### src/rtl/shift_arb_pkg.sv
// shift_pkg: shift op codes and output-register state shared by shift_arb and its bench
package shift_pkg;
  typedef logic [1:0] shift_op_t;
  localparam shift_op_t OP_SLL = 2'b00;
  localparam shift_op_t OP_SRL = 2'b01;
  localparam shift_op_t OP_SRA = 2'b11;
  localparam shift_op_t OP_RSV = 2'b10;
  typedef enum logic {EMPTY, FULL} resp_state_t;
endpackage

### src/rtl/shift_arb_if.sv
// shift_arb_if: NREQ valid/ready request channels (src, n, op) and one tagged response channel (data, id, err)
interface shift_arb_if #(parameter int DW = 32, parameter int NREQ = 2);
  localparam int SW = $clog2(DW);
  localparam int IW = $clog2(NREQ);
  logic [NREQ-1:0] req_valid;
  logic [NREQ-1:0] req_ready;
  logic [NREQ*DW-1:0] req_src;
  logic [NREQ*SW-1:0] req_n;
  logic [NREQ*2-1:0] req_op;
  logic resp_valid;
  logic resp_ready;
  logic [DW-1:0] resp_data;
  logic [IW-1:0] resp_id;
  logic resp_err;
  modport master (
    output req_valid, req_src, req_n, req_op, resp_ready,
    input req_ready, resp_valid, resp_data, resp_id, resp_err
  );
  modport slave (
    input req_valid, req_src, req_n, req_op, resp_ready,
    output req_ready, resp_valid, resp_data, resp_id, resp_err
  );
endinterface

### src/rtl/shift_rr_arb.sv
// shift_rr_arb: round-robin arbiter; ports clk, rst_n, req, advance in; one-hot grant and grant_idx out; rr_ptr moves past the winner only on advance
module shift_rr_arb #(parameter int NREQ = 2) (
  input  logic clk,
  input  logic rst_n,
  input  logic [NREQ-1:0] req,
  input  logic advance,
  output logic [NREQ-1:0] grant,
  output logic [$clog2(NREQ)-1:0] grant_idx
);
  localparam int IW = $clog2(NREQ);
  logic [IW-1:0] rr_ptr;
  logic found;
  always_comb begin
    grant = '0;
    grant_idx = rr_ptr;
    found = 1'b0;
    for (int k = 0; k < NREQ; k++) begin
      if (!found && req[(int'(rr_ptr) + k) % NREQ]) begin
        found = 1'b1;
        grant[(int'(rr_ptr) + k) % NREQ] = 1'b1;
        grant_idx = IW'((int'(rr_ptr) + k) % NREQ);
      end
    end
  end
  always_ff @(posedge clk or negedge rst_n)
    if (!rst_n) rr_ptr <= '0;
    else if (advance) rr_ptr <= (grant_idx == IW'(NREQ - 1)) ? '0 : grant_idx + 1'b1;
endmodule

### src/rtl/shift_arb.sv
// shift_arb: round-robin shared SLL/SRL/SRA barrel shifter with a registered tagged response; ports clk, rst_n, flush plus shift_arb_if.slave bus
module shift_arb import shift_pkg::*; #(parameter int DW = 32, parameter int NREQ = 2) (
  input logic clk,
  input logic rst_n,
  input logic flush,
  shift_arb_if.slave bus
);
  localparam int SW = $clog2(DW);
  localparam int IW = $clog2(NREQ);
  resp_state_t state_q, state_d;
  logic [NREQ-1:0] grant;
  logic [IW-1:0] gidx;
  logic can_accept, advance;
  logic [DW-1:0] src, sra, result;
  logic [SW-1:0] n;
  shift_op_t op;
  assign can_accept = state_q == EMPTY || bus.resp_ready;
  assign bus.req_ready = grant & {NREQ{can_accept & !flush}};
  assign advance = |bus.req_ready;
  assign bus.resp_valid = state_q == FULL;
  shift_rr_arb #(.NREQ(NREQ)) u_arb (
    .clk(clk),
    .rst_n(rst_n),
    .req(bus.req_valid),
    .advance(advance),
    .grant(grant),
    .grant_idx(gidx)
  );
  assign src = bus.req_src[gidx*DW +: DW];
  assign n = bus.req_n[gidx*SW +: SW];
  assign op = bus.req_op[gidx*2 +: 2];
  assign sra = $signed(src) >>> n;
  assign result = op == OP_SLL ? src << n : op == OP_SRL ? src >> n : op == OP_SRA ? sra : '0;
  always_comb state_d = flush ? EMPTY : advance ? FULL : bus.resp_ready ? EMPTY : state_q;
  always_ff @(posedge clk or negedge rst_n)
    if (!rst_n) state_q <= EMPTY;
    else state_q <= state_d;
  always_ff @(posedge clk or negedge rst_n)
    if (!rst_n) begin
      bus.resp_data <= '0;
      bus.resp_id <= '0;
      bus.resp_err <= 1'b0;
    end else if (advance) begin
      bus.resp_data <= result;
      bus.resp_id <= gidx;
      bus.resp_err <= op == OP_RSV;
    end
endmodule

### src/flat_wrapper.sv
// flat-port wrapper written by rule: the top's interface ports become plain ports
module shift_arb_flat import shift_pkg::*;
#(parameter int DW = 32, parameter int NREQ = 2)
  (clk, rst_n, flush, bus_req_valid, bus_req_src, bus_req_n, bus_req_op, bus_resp_ready, bus_req_ready, bus_resp_valid, bus_resp_data, bus_resp_id, bus_resp_err);
  shift_arb_if #(.DW(DW), .NREQ(NREQ)) bus_i ();
  input logic clk;
  input logic rst_n;
  input logic flush;
  input wire logic [$bits(bus_i.req_valid)-1:0] bus_req_valid;
  input wire logic [$bits(bus_i.req_src)-1:0] bus_req_src;
  input wire logic [$bits(bus_i.req_n)-1:0] bus_req_n;
  input wire logic [$bits(bus_i.req_op)-1:0] bus_req_op;
  input wire logic [$bits(bus_i.resp_ready)-1:0] bus_resp_ready;
  output wire logic [$bits(bus_i.req_ready)-1:0] bus_req_ready;
  output wire logic [$bits(bus_i.resp_valid)-1:0] bus_resp_valid;
  output wire logic [$bits(bus_i.resp_data)-1:0] bus_resp_data;
  output wire logic [$bits(bus_i.resp_id)-1:0] bus_resp_id;
  output wire logic [$bits(bus_i.resp_err)-1:0] bus_resp_err;
  assign bus_i.req_valid = bus_req_valid;
  assign bus_i.req_src = bus_req_src;
  assign bus_i.req_n = bus_req_n;
  assign bus_i.req_op = bus_req_op;
  assign bus_i.resp_ready = bus_resp_ready;
  assign bus_req_ready = bus_i.req_ready;
  assign bus_resp_valid = bus_i.resp_valid;
  assign bus_resp_data = bus_i.resp_data;
  assign bus_resp_id = bus_i.resp_id;
  assign bus_resp_err = bus_i.resp_err;
  shift_arb #(.DW(DW), .NREQ(NREQ)) u_core (.clk(clk), .rst_n(rst_n), .flush(flush), .bus(bus_i));
endmodule
### config.mk
export PLATFORM = sky130hd
export DESIGN_NAME = shift_arb_flat
export DESIGN_NICKNAME = d
export VERILOG_FILES = /design/src/rtl/shift_arb_pkg.sv /design/src/rtl/shift_arb_if.sv /design/src/rtl/shift_rr_arb.sv /design/src/rtl/shift_arb.sv /design/src/flat_wrapper.sv
export SDC_FILE = /design/constraint.sdc
export NUM_CORES = 1
export LEC_CHECK = 0
export BUFFER_PORTS_ARGS = -buffer_cell sky130_fd_sc_hd__buf_2
export CAP_MARGIN = 40
export CORE_MARGIN = 10
export CORE_UTILIZATION = 45
export DETAILED_ROUTE_END_ITERATION = 16
export HOLD_SLACK_MARGIN = 0.1
export PLACE_DENSITY = 0.74
export SYNTH_ARGS = -nofsm -noshare
export SYNTH_HDL_FRONTEND = slang
export SYNTH_HIERARCHICAL = 1
export SYNTH_SLANG_ARGS = --single-unit
### constraint.sdc
create_clock -name clk -period 5.5 [get_ports clk]
set_input_delay 1.375 -clock clk [delete_from_list [all_inputs] [get_ports clk]]
set_output_delay 1.375 -clock clk [all_outputs]
set_load 0.005 [all_outputs]
==> run_results.csv, run 1 <==
group,metric,value,unit
clock_network,clock_h_tree_levels,2,
global_routing,antenna_found_initial,0,
floorplan,die_area,0.01772,mm2
global_routing,grt_pass1_wl,39.16,mm
synth,ys.flop_type,"dfrtp_1",
critical_path,setup.worst_path.class,"primary input to flop",
critical_path,cell_type_of_the_slowest_stage_on_the_worst_timing_path,"nor2_4",
power_and_ir_drop,vdd.ir_drop.worst,0.1872,mV
global_routing,grtUsageMet3,7.857,%
synth,number_of_flops_mapped_to_enable_cells_by_yosys,0,
clock_network,hold_buffer_count_at_cts,0,
critical_path,critical_path.cell_chain,"buf_2 -> a21boi_0 -> nor2_4 -> mux2i_4 -> buf_4 -> nor3_1 -> a211oi_1 -> a211oi_1 -> o21ai_0 -> o2111a_1",
critical_path,timing.reg2reg.setup_slack,1.76,ns
sta,max_slew_margin,36.68,%
clock_network,ctsLongestPathBuffers,2,
sta,finalCriticalPeriod,4.486,ns
clock_network,clk_pin_slew_worst_paths,0.05,ns
finish,layout.cell_area.non_filler,0.006619,mm2
clock_network,tritoncts,"built",
synth,synth-seq-cells,36,
finish,fill_cells,1278,
floorplan,io_pins,121,
drt,drc,0,
sta,rsz_0062_raised_after_global_routing,"no",
outcome,status,"finished, final reports clean",
finish,finish.net_count,931,
sta,report.final.setup_viol,0,
critical_path,worst-path-stages,10,
synth,syn_nets,843,
critical_path,cp_slowest_stage_delay,0.61,ns
finish,register_area,900.9,um2
placement,detailed_place_hpwl,19.81,mm
sta,finalCritPeriodShare,81.56,%
drt,ant_nets,0,
global_routing,grt.met2_usage,39.40,%
global_routing,number_of_global_route_vias_before_repair,6730,
global_routing,groute.usage.overall,27.15,%
sta,finalHoldViolCount,0,
critical_path,r2r_cells,9,
global_routing,grt_max_degree,63,
drt,wl_per_cell,24.82,um
clock_network,clkLatencyLatePin,0.29,ns
critical_path,worst_setup_path_startpoint,"bus_req_valid[1]",
clock_network,cts.repair_timing.setup_buffer_count,0,
power_and_ir_drop,p_leak,2.628,nW
floorplan,core_region_area,0.01257,mm2
sta,timing.final.max_slew_violations,0,
synth,synthArstFlopShare,100.0,%
drt,drt_first_pass_iters,6,
critical_path,worst-path-buf-inv,2,
clock_network,clk_root_buffer_cell,"clkbuf_16",
drt,wire_length_reported_by_the_detailed_router,25.29,mm
floorplan,placementRows,41,
synth,synthesis.area_per_instance,7.585,um2
sta,timing_worst_slew_pin_value,0.9468,ns
placement,routabilityCongestion,1.066,
clock_network,clock-sinks,36,
floorplan,die_width,133.1,um
placement,numPortBuffers,120,
critical_path,critPathCaptureType,"flop",
drt,detail_route.iter0.violations,977,
critical_path,start_kind,"primary input",
synth,yosysWarningCount,6,
floorplan,die_height,133.1,um
global_routing,gr-usage-met1,36.67,%
drt,vias_per_cell,6.932,
clock_network,cts_inserted_buffers,5,
synth,syn_area,0.005757,mm2
synth,synth.lib_cells_used.distinct,79,
sta,fin_tns_setup,0,ns
floorplan,start_util,45.80,%
finish,fraction_of_final_layout_cells_sized_beyond_drive_strength_1,24.32,%
global_routing,grt-ovfl-total,0,
critical_path,worstPathArrival,4.70,ns
finish,finish.utilization,52.66,%
finish,areaGrowthSynthToFinish,14.98,%
critical_path,r2r-start,"u_core/u_arb/rr_ptr",
critical_path,wp_data_required,5.72,ns
power_and_ir_drop,cellPowerDensity,405.9,mW/mm2
placement,post_dp_cell_area,0.006485,mm2
worst_hold_path,class_of_the_tightest_hold_or_removal_check,"flop to flop",
sta,max_freq,222.9,MHz
sta,clock-skew-final,0.007753,ns
global_routing,grt.busiest_layer,"met2",
synth,yosysSeqAreaShare,15.65,%
critical_path,worstPathMaxFanout,49,
power_and_ir_drop,totalPowerFinal,0.002686,W
critical_path,crit_family,"compound AO/OA/AOI/OAI gates",
flow_run,drv.max_cap_violation_count,0,
synth,syn-instance-count,759,
drt,dr_total_vias,7064,
critical_path,worst_r2r_endpoint,"u_core/bus.resp_data[28]",
finish,multi_input_comb_area,0.004514,mm2
critical_path,timing.critical_path.to,"u_core/bus.resp_data[28]",
critical_path,crit_path_frequent_cell,"a211oi_1",
finish,antennaDiodeCount,0,
clock_network,post_cts.resized_instances,0,
[power breakdown]
group | switching (W) | leakage (nW) | internal, W
combinational | 0.00122 | 2.14 | 0.000722
sequential | 0.0000800 | 0.425 | 0.000391
clock | 0.000111 | 0.0667 | 0.000165
total | 0.00141 | 2.63 | 0.00128
[tightest hold or removal path: cells and delay by family, from the launching register on]
kind | cells | cell delay (ns)
simple gates | 1 | 0.05
flops | 1 | 0.34
compound gates | 1 | 0.05
[logic make-up (layout without fill, tap and decap cells)]
logic type      after synthesis  count (layout)  share of synthesized area, %
simple gates                260             260                         20.80
buf+inv                      72             160                         6.586
mux                          74              74                         16.24
compound gates              317             317                         40.73
flops                        36              36                         15.65
[sequential cells by signal, indices dropped and copies added, names as in the netlist]
name                   count
u_core/bus.resp_data      32
u_core/bus.resp_err        1
u_core/bus.resp_id         1
u_core/bus.resp_valid      1
u_core/u_arb/rr_ptr        1
[cells in the final DEF (no fill, tap or decap), types with 5 or more instances in the layout]
cell type,count
buf_2,120
nor2_1,81
nand2_1,68
a21oi_1,58
nor3_1,43
o21ai_0,40
mux2i_1,38
dfrtp_1,36
a22o_1,35
a211oi_1,32
buf_4,24
nand3_1,21
mux2_2,18
a31oi_1,13
o211ai_1,13
o221ai_1,13
mux4_2,12
a22oi_1,11
o32a_1,11
o22a_1,9
nand2b_1,8
and2_1,8
o22ai_1,7
inv_1,6
o32ai_1,6
clkbuf_16,5
a221oi_1,5
o31ai_1,5
a211o_1,5
[worst min path at each step]
stage	to	start	cells past startpoint
floorplan	u_core/bus.resp_data[7]	u_core/bus.resp_data[7]	2
global placement	u_core/bus.resp_err	u_core/bus.resp_err	2
detailed placement	u_core/bus.resp_err	u_core/bus.resp_err	2
CTS	u_core/bus.resp_err	u_core/bus.resp_err	2
global route	u_core/bus.resp_id	u_core/bus.resp_id	2
finish	u_core/bus.resp_err	u_core/bus.resp_err	2
[per-stage QoR]
step | setup WS, ns | instances | hold slack, ns
detailed placement | 0.8241 | 1012 | 0.4665
global placement | 0.8645 | 1010 | 0.4565
global route | 0.7649 | 1019 | 0.5041
floorplan | 1.771 | 759 | 0.4726
finish | 1.014 | 1019 | 0.4747
CTS | 1.131 | 1019 | 0.4795
[final cells by class]
class,count,area share [%]
multi-input cells,651,68.20
flip-flops and latches,36,13.61
repair buffers,146,12.51
well taps,172,3.251
clock buffers,6,1.947
inverters,7,0.3970
clock inverters,1,0.07561
[cell usage after synthesis (all sizes together), types with 14 or more instances]
cell type | instances | share of area (%)
a211oi | 32 | 4.2
a21oi | 58 | 5.0
a22o | 35 | 5.3
buf | 49 | 5.1
clkbuf | 16 | 1.0
dfrtp | 36 | 16
mux2 | 20 | 4.0
mux2i | 42 | 7.5
nand2 | 68 | 4.4
nand3 | 21 | 1.8
nor2 | 83 | 5.5
nor3 | 43 | 3.7
o211ai | 14 | 1.9
o21ai | 44 | 3.8
o221ai | 14 | 2.2
[per-layer routing]
metal | vias to the layer above | wire, um
li1 | 3195 | -
met3 | 71 | 3015
met2 | 494 | 10810
met1 | 3304 | 10530
met4 | 0 | 925
met5 | - | 0
(Power assumes the default switching activity.)
==> run 2, diff against run 1 <==
==> constraint.sdc (replaced) <==
create_clock -name clk -period 4.26 [get_ports clk]
set_input_delay 1.065 -clock clk [delete_from_list [all_inputs] [get_ports clk]]
set_output_delay 1.065 -clock clk [all_outputs]
set_load 0.005 [all_outputs]
==> run 2 against run 1 <==
  * Critical path type unchanged
  * Critical path depth increased by 1
  * Highest routed layer unchanged
  * Worst hold slack improved by 0.013 ns
  * Clock power increased by 29%
==> run_results.csv, run 2 (same netlist as run 1, synthesis figures left out) <==
group,metric,value,unit
floorplan,placementRows,41,
global_routing,grt_pass1_wl,40.33,mm
critical_path,timing.reg2reg.setup_slack,0.79,ns
drt,drc,0,
power_and_ir_drop,clock_power_share,9.8,%
outcome,status,"finished, final reports clean",
drt,drt_first_pass_iters,6,
worst_hold_path,origin_of_the_worst_min_delay_path,"u_core/bus.resp_err",
critical_path,critical_path.cell_chain,"buf_2 -> a21boi_0 -> nor2_4 -> buf_4 -> buf_12 -> mux2_2 -> nor2_1 -> nand2_1 -> a2111oi_0 -> a211o_1 -> o32a_1",
clock_network,clock-sinks,36,
drt,detail_route.iter0.violations,940,
critical_path,worstPathMaxFanout,34,
drt,wl_per_cell,24.82,um
clock_network,clkLatencyLatePin,0.29,ns
worst_hold_path,class_of_the_tightest_hold_or_removal_check,"flop to flop",
placement,detailed_place_hpwl,21.18,mm
sta,max_slew_margin,51.97,%
clock_network,clock_h_tree_levels,2,
global_routing,groute.usage.overall,28.13,%
sta,timing_worst_slew_pin_value,0.7205,ns
finish,antennaDiodeCount,0,
floorplan,core_region_area,0.01257,mm2
critical_path,r2r-start,"u_core/u_arb/rr_ptr",
finish,final_common_cell,"buf_2",
clock_network,post_cts.resized_instances,0,
clock_network,clk_root_buffer_cell,"clkbuf_16",
critical_path,worstPathArrival,4.13,ns
clock_network,cts.repair_timing.setup_buffer_count,0,
critical_path,critPathCaptureType,"flop",
flow_run,drv.max_cap_violation_count,0,
power_and_ir_drop,cellPowerDensity,523.5,mW/mm2
sta,finalCriticalPeriod,3.912,ns
worst_hold_path,hold_end,"u_core/bus.resp_err",
critical_path,cp_slowest_stage_delay,0.59,ns
critical_path,crit_family,"compound AO/OA/AOI/OAI gates",
power_and_ir_drop,p_leak,2.849,nW
global_routing,antenna_found_initial,0,
worst_hold_path,holdPathStages,2,
power_and_ir_drop,pwr-share-comb,73.6,%
critical_path,setup.worst_path.class,"primary input to flop",
drt,dr_total_vias,7280,
finish,largest-register,"u_core/bus.resp_data",
placement,routabilityCongestion,1.004,
global_routing,grt-ovfl-total,0,
floorplan,die_height,133.1,um
power_and_ir_drop,vdd.ir_drop.worst,0.2007,mV
sta,finalHoldViolCount,0,
floorplan,die_area,0.01772,mm2
critical_path,cell_type_of_the_slowest_stage_on_the_worst_timing_path,"a2111oi_0",
sta,rsz_0062_raised_after_global_routing,"no",
critical_path,worst-path-buf-inv,3,
global_routing,number_of_global_route_vias_before_repair,6762,
finish,finish.net_count,975,
clock_network,cts_inserted_buffers,5,
finish,areaGrowthSynthToFinish,21.28,%
critical_path,worst_r2r_endpoint,"u_core/bus.resp_data[3]",
finish,fraction_of_final_layout_cells_sized_beyond_drive_strength_1,28.06,%
clock_network,ctsLongestPathBuffers,2,
placement,numPortBuffers,120,
sta,timing.final.max_slew_violations,0,
drt,ant_nets,0,
sta,fin_tns_setup,0,ns
critical_path,wp_data_required,4.47,ns
power_and_ir_drop,pwr-share-seq,16.6,%
global_routing,grt_max_degree,46,
sta,finalCritPeriodShare,91.82,%
critical_path,r2r_cells,10,
drt,wire_length_reported_by_the_detailed_router,26.38,mm
power_and_ir_drop,cell_internal_pwr,0.001783,W
sta,clock-skew-final,0.008295,ns
power_and_ir_drop,power.net_switching,0.001872,W
floorplan,die_width,133.1,um
drt,vias_per_cell,6.849,
floorplan,io_pins,121,
sta,max_freq,255.7,MHz
clock_network,tritoncts,"built",
finish,largest_register_ffs,32,
power_and_ir_drop,p_sw_share,51.22,%
sta,report.final.setup_viol,0,
finish,mostFrequentLayoutCells,"120 x buf_2, 81 x nor2_1, 68 x nand2_1",
floorplan,start_util,45.80,%
critical_path,start_kind,"primary input",
clock_network,clk_pin_slew_worst_paths,0.05,ns
finish,finish.utilization,55.55,%
clock_network,hold_buffer_count_at_cts,0,
## run 2: cell types whose count changed in the layout (fill, tap and decap cells not counted), sizes merged
cell  delta
buf     +44
## run 2: worst max path at each step
stage,slack (ns),endpoint,from,cells after the start
4_1_cts,0.41,u_core/bus.resp_data[3],bus_req_valid[0],11
2_1_floorplan,0.84,u_core/bus.resp_data[10],bus_req_valid[0],10
3_5_place_dp,0.15,u_core/bus.resp_data[3],bus_req_valid[0],11
6_report,0.35,u_core/bus.resp_data[3],bus_req_valid[0],11
3_3_place_gp,0.09,u_core/bus.resp_data[3],bus_req_valid[0],11
5_1_grt,0.21,u_core/bus.resp_data[3],bus_req_valid[1],11
## run 2: cell type report
type                            instances  area [um2]
Clock buffer                            6       128.9
Multi-Input combinational cell        651        4514
Clock inverter                          1       5.005
Timing Repair Buffer                  190        1191
Sequential cell                        36       900.9
Fill cell                            1260        5587
Tap cell                              172       215.2
Inverter                                7       26.28
## run 2: power groups by stage
stage	Sequential, W	Combinational [W]	Clock (W)
2_1_floorplan	0.000612	0.00160	0
6_report	0.000607	0.00269	0.000357
5_1_grt	0.000631	0.00285	0.000374
3_5_place_dp	0.000615	0.00260	0
3_3_place_gp	0.000606	0.00260	0
4_1_cts	0.000609	0.00261	0.000358
## run 2: stage by stage
stage | hold slack, ns | std cells | area [um2] | worst slack, ns | total power [W]
global route | 0.5103 | 1063 | 6982 | 0.2084 | 0.003854
global placement | 0.4610 | 1054 | 6805 | 0.08920 | 0.003205
CTS | 0.4999 | 1063 | 6982 | 0.4091 | 0.003576
detailed placement | 0.4855 | 1056 | 6848 | 0.1474 | 0.003215
finish | 0.4878 | 1063 | 6982 | 0.3484 | 0.003655
floorplan | 0.4726 | 759 | 5757 | 0.8406 | 0.002208
## run 2: worst reg2reg max path: cells and delay by family, from the launching register on
| family | cells | cell delay, ns |
|---|---|---|
| AO/OA/AOI/OAI | 4 | 1.13 |
| buffers and inverters | 2 | 0.45 |
| flip-flops | 1 | 0.42 |
| multiplexers | 1 | 0.42 |
| AND/OR/NAND/NOR | 3 | 0.99 |
## run 2: routing by layer
| layer | wire length [um] | share of wire [%] | track usage (%) |
|---|---|---|---|
| met5 | 0 | 0 | 0 |
| met2 | 11310 | 43 | 42.42 |
| met3 | 2950 | 11 | 6.880 |
| met1 | 11150 | 42 | 38.09 |
| met4 | 972 | 3.7 | 10.22 |
==> run 3, diff against run 2 <==
--- a/config.mk
+++ b/config.mk
@@ -12,6 +12,7 @@
 export DETAILED_ROUTE_END_ITERATION = 16
 export HOLD_SLACK_MARGIN = 0.1
 export PLACE_DENSITY = 0.74
+export REMOVE_ABC_BUFFERS = 1
 export SYNTH_ARGS = -nofsm -noshare
 export SYNTH_HDL_FRONTEND = slang
 export SYNTH_HIERARCHICAL = 1
==> run 3 against run 2 <==
  * Register-to-register slack worse by 0.10 ns
  * First-iteration DRC count up 14%
  * Non-clock buffer count down 1
  * Sequential cell count unchanged
  * Clock skew down 0.0036 ns
  * Die area unchanged
  * Combinational power about the same
  * Worst hold slack worse by 0.014 ns
  * Global-route usage up 0.31 points
  * Fmax down 3.6%
  * Critical path type unchanged
  * Largest power group unchanged
==> run_results.csv, run 3 (same netlist as run 1, synthesis figures left out) <==
group,metric,value,unit
outcome,status,"finished, final reports clean",
power_and_ir_drop,p_leak,2.856,nW
clock_network,clk_root_buffer_cell,"clkbuf_16",
power_and_ir_drop,totalPowerFinal,0.003655,W
sta,max_slew_margin,44.60,%
flow_run,drv.max_cap_violation_count,0,
clock_network,clk_pin_slew_worst_paths,0.06,ns
global_routing,grt.busiest_layer,"met2",
floorplan,placementRows,41,
finish,antennaDiodeCount,0,
sta,finalHoldViolCount,0,
power_and_ir_drop,vdd.ir_drop.worst,0.2274,mV
sta,max_freq,246.4,MHz
power_and_ir_drop,cellPowerDensity,522.0,mW/mm2
clock_network,cts.repair_timing.setup_buffer_count,0,
global_routing,grt_max_degree,37,
critical_path,setup.worst_path.class,"primary input to flop",
clock_network,clkLatencyLatePin,0.28,ns
clock_network,hold_buffer_count_at_cts,0,
worst_hold_path,class_of_the_tightest_hold_or_removal_check,"flop to flop",
global_routing,gr-usage-met1,37.48,%
clock_network,clock_h_tree_levels,2,
finish,multi_input_comb_area,0.004516,mm2
critical_path,wp_data_required,4.47,ns
sta,finalCritPeriodShare,95.28,%
finish,finish.net_count,974,
critical_path,r2r_cells,10,
drt,wl_per_cell,24.90,um
global_routing,grtUsageMet3,6.842,%
critical_path,start_kind,"primary input",
worst_hold_path,holdPathStages,2,
floorplan,io_pins,121,
finish,largest-register,"u_core/bus.resp_data",
clock_network,clock-sinks,36,
drt,drt_first_pass_iters,6,
clock_network,tritoncts,"built",
sta,report.final.setup_viol,0,
critical_path,worstPathArrival,4.27,ns
sta,rsz_0062_raised_after_global_routing,"no",
clock_network,cts_inserted_buffers,5,
drt,detail_route.iter0.violations,1074,
drt,vias_per_cell,6.841,
placement,numPortBuffers,120,
floorplan,die_area,0.01772,mm2
sta,holdWs,0.4738,ns
sta,finalCriticalPeriod,4.059,ns
clock_network,post_cts.resized_instances,0,
finish,mostFrequentLayoutCells,"120 x buf_2, 81 x nor2_1, 68 x nand2_1",
global_routing,grt.met2_usage,42.81,%
drt,wire_length_reported_by_the_detailed_router,26.45,mm
finish,finish.utilization,55.71,%
floorplan,core_region_area,0.01257,mm2
finish,fill_cells,1264,
drt,ant_nets,0,
global_routing,grt-ovfl-total,0,
floorplan,die_width,133.1,um
finish,register_area,900.9,um2
placement,pre_cts_slack,-0.02512,ns
sta,timing_worst_slew_pin_value,0.8284,ns
sta,final.setup.worst_slack,0.2011,ns
critical_path,worstPathMaxFanout,26,
floorplan,start_util,45.80,%
finish,areaGrowthSynthToFinish,21.63,%
drt,drc,0,
floorplan,die_height,133.1,um
global_routing,grt_pass1_wl,40.51,mm
sta,timing.final.max_slew_violations,0,
global_routing,groute.usage.overall,28.44,%
global_routing,antenna_found_initial,0,
sta,clock-skew-final,0.004722,ns
clock_network,ctsLongestPathBuffers,2,
critical_path,critPathCaptureType,"flop",
finish,largest_register_ffs,32,
finish,fraction_of_final_layout_cells_sized_beyond_drive_strength_1,27.87,%
drt,dr_total_vias,7265,
placement,routabilityCongestion,1.021,
global_routing,number_of_global_route_vias_before_repair,6857,
placement,detailed_place_hpwl,21.33,mm
finish,final_common_cell,"buf_2",
==> run 3: cell count changes in the layout (fill, tap and decap cells not counted) <==
cell	previous run	this run
buf_4	65	60
buf_12	3	7
a2111oi_0	4	3
a2111oi_1	0	1
buf_1	0	1
buf_16	1	0
==> run 3: layer usage <==
layer | up-vias | part of all wire, %
met1 | 3414 | 42
met2 | 481 | 43
li1 | 3286 | -
met3 | 84 | 10
met4 | 0 | 4.7
met5 | - | 0
==> run 3: final cells by class <==
type	count	share of cell area [%]
Multi-Input combinational cell	651	64.49
Timing Repair Buffer	189	17.28
Inverter	7	0.3753
Clock buffer	6	1.841
Sequential cell	36	12.87
Clock inverter	1	0.07148
Tap cell	172	3.074
==> run 3: final timing paths <==
| path | from | endpoint | slack (ns) |
|---|---|---|---|
| max in group asynchronous | rst_n | u_core/bus.resp_data[1] | 2.87 |
| max | bus_req_valid[0] | u_core/bus.resp_data[3] | 0.20 |
| min reg2reg | u_core/bus.resp_err | u_core/bus.resp_err | 0.47 |
| min | u_core/bus.resp_err | u_core/bus.resp_err | 0.47 |
| min in group asynchronous | rst_n | u_core/bus.resp_data[10] | 0.87 |
| max reg2reg | u_core/u_arb/rr_ptr | u_core/bus.resp_data[3] | 0.69 |
==> run 3: critical path: stages <==
cell and delay (ns):
buf_2 0.11, a21boi_0 0.12, buf_4 0.17, nor2_4 0.44
buf_12 0.27, mux2_2 0.41, nor2_1 0.47, nand2_1 0.32
a2111oi_1 0.53, a211o_1 0.17, o32a_1 0.16
==> run 3: metrics by stage <==
| stage | area [um2] | instances | setup TNS (ns) |
|---|---|---|---|
| finish | 7002 | 1062 | 0 |
| floorplan | 5404 | 694 | -86.40 |
| CTS | 7000 | 1062 | 0 |
| global route | 7002 | 1062 | 0 |
| detailed placement | 6867 | 1055 | -0.02512 |
| global placement | 6848 | 1053 | -0.1280 |
==> run 3: where the power goes <==
part / switching, W / internal [W]
Sequential: 0.000101 / 0.000506
Combinational: 0.00163 / 0.00107
Clock: 0.000137 / 0.000212
Total: 0.00187 / 0.00179
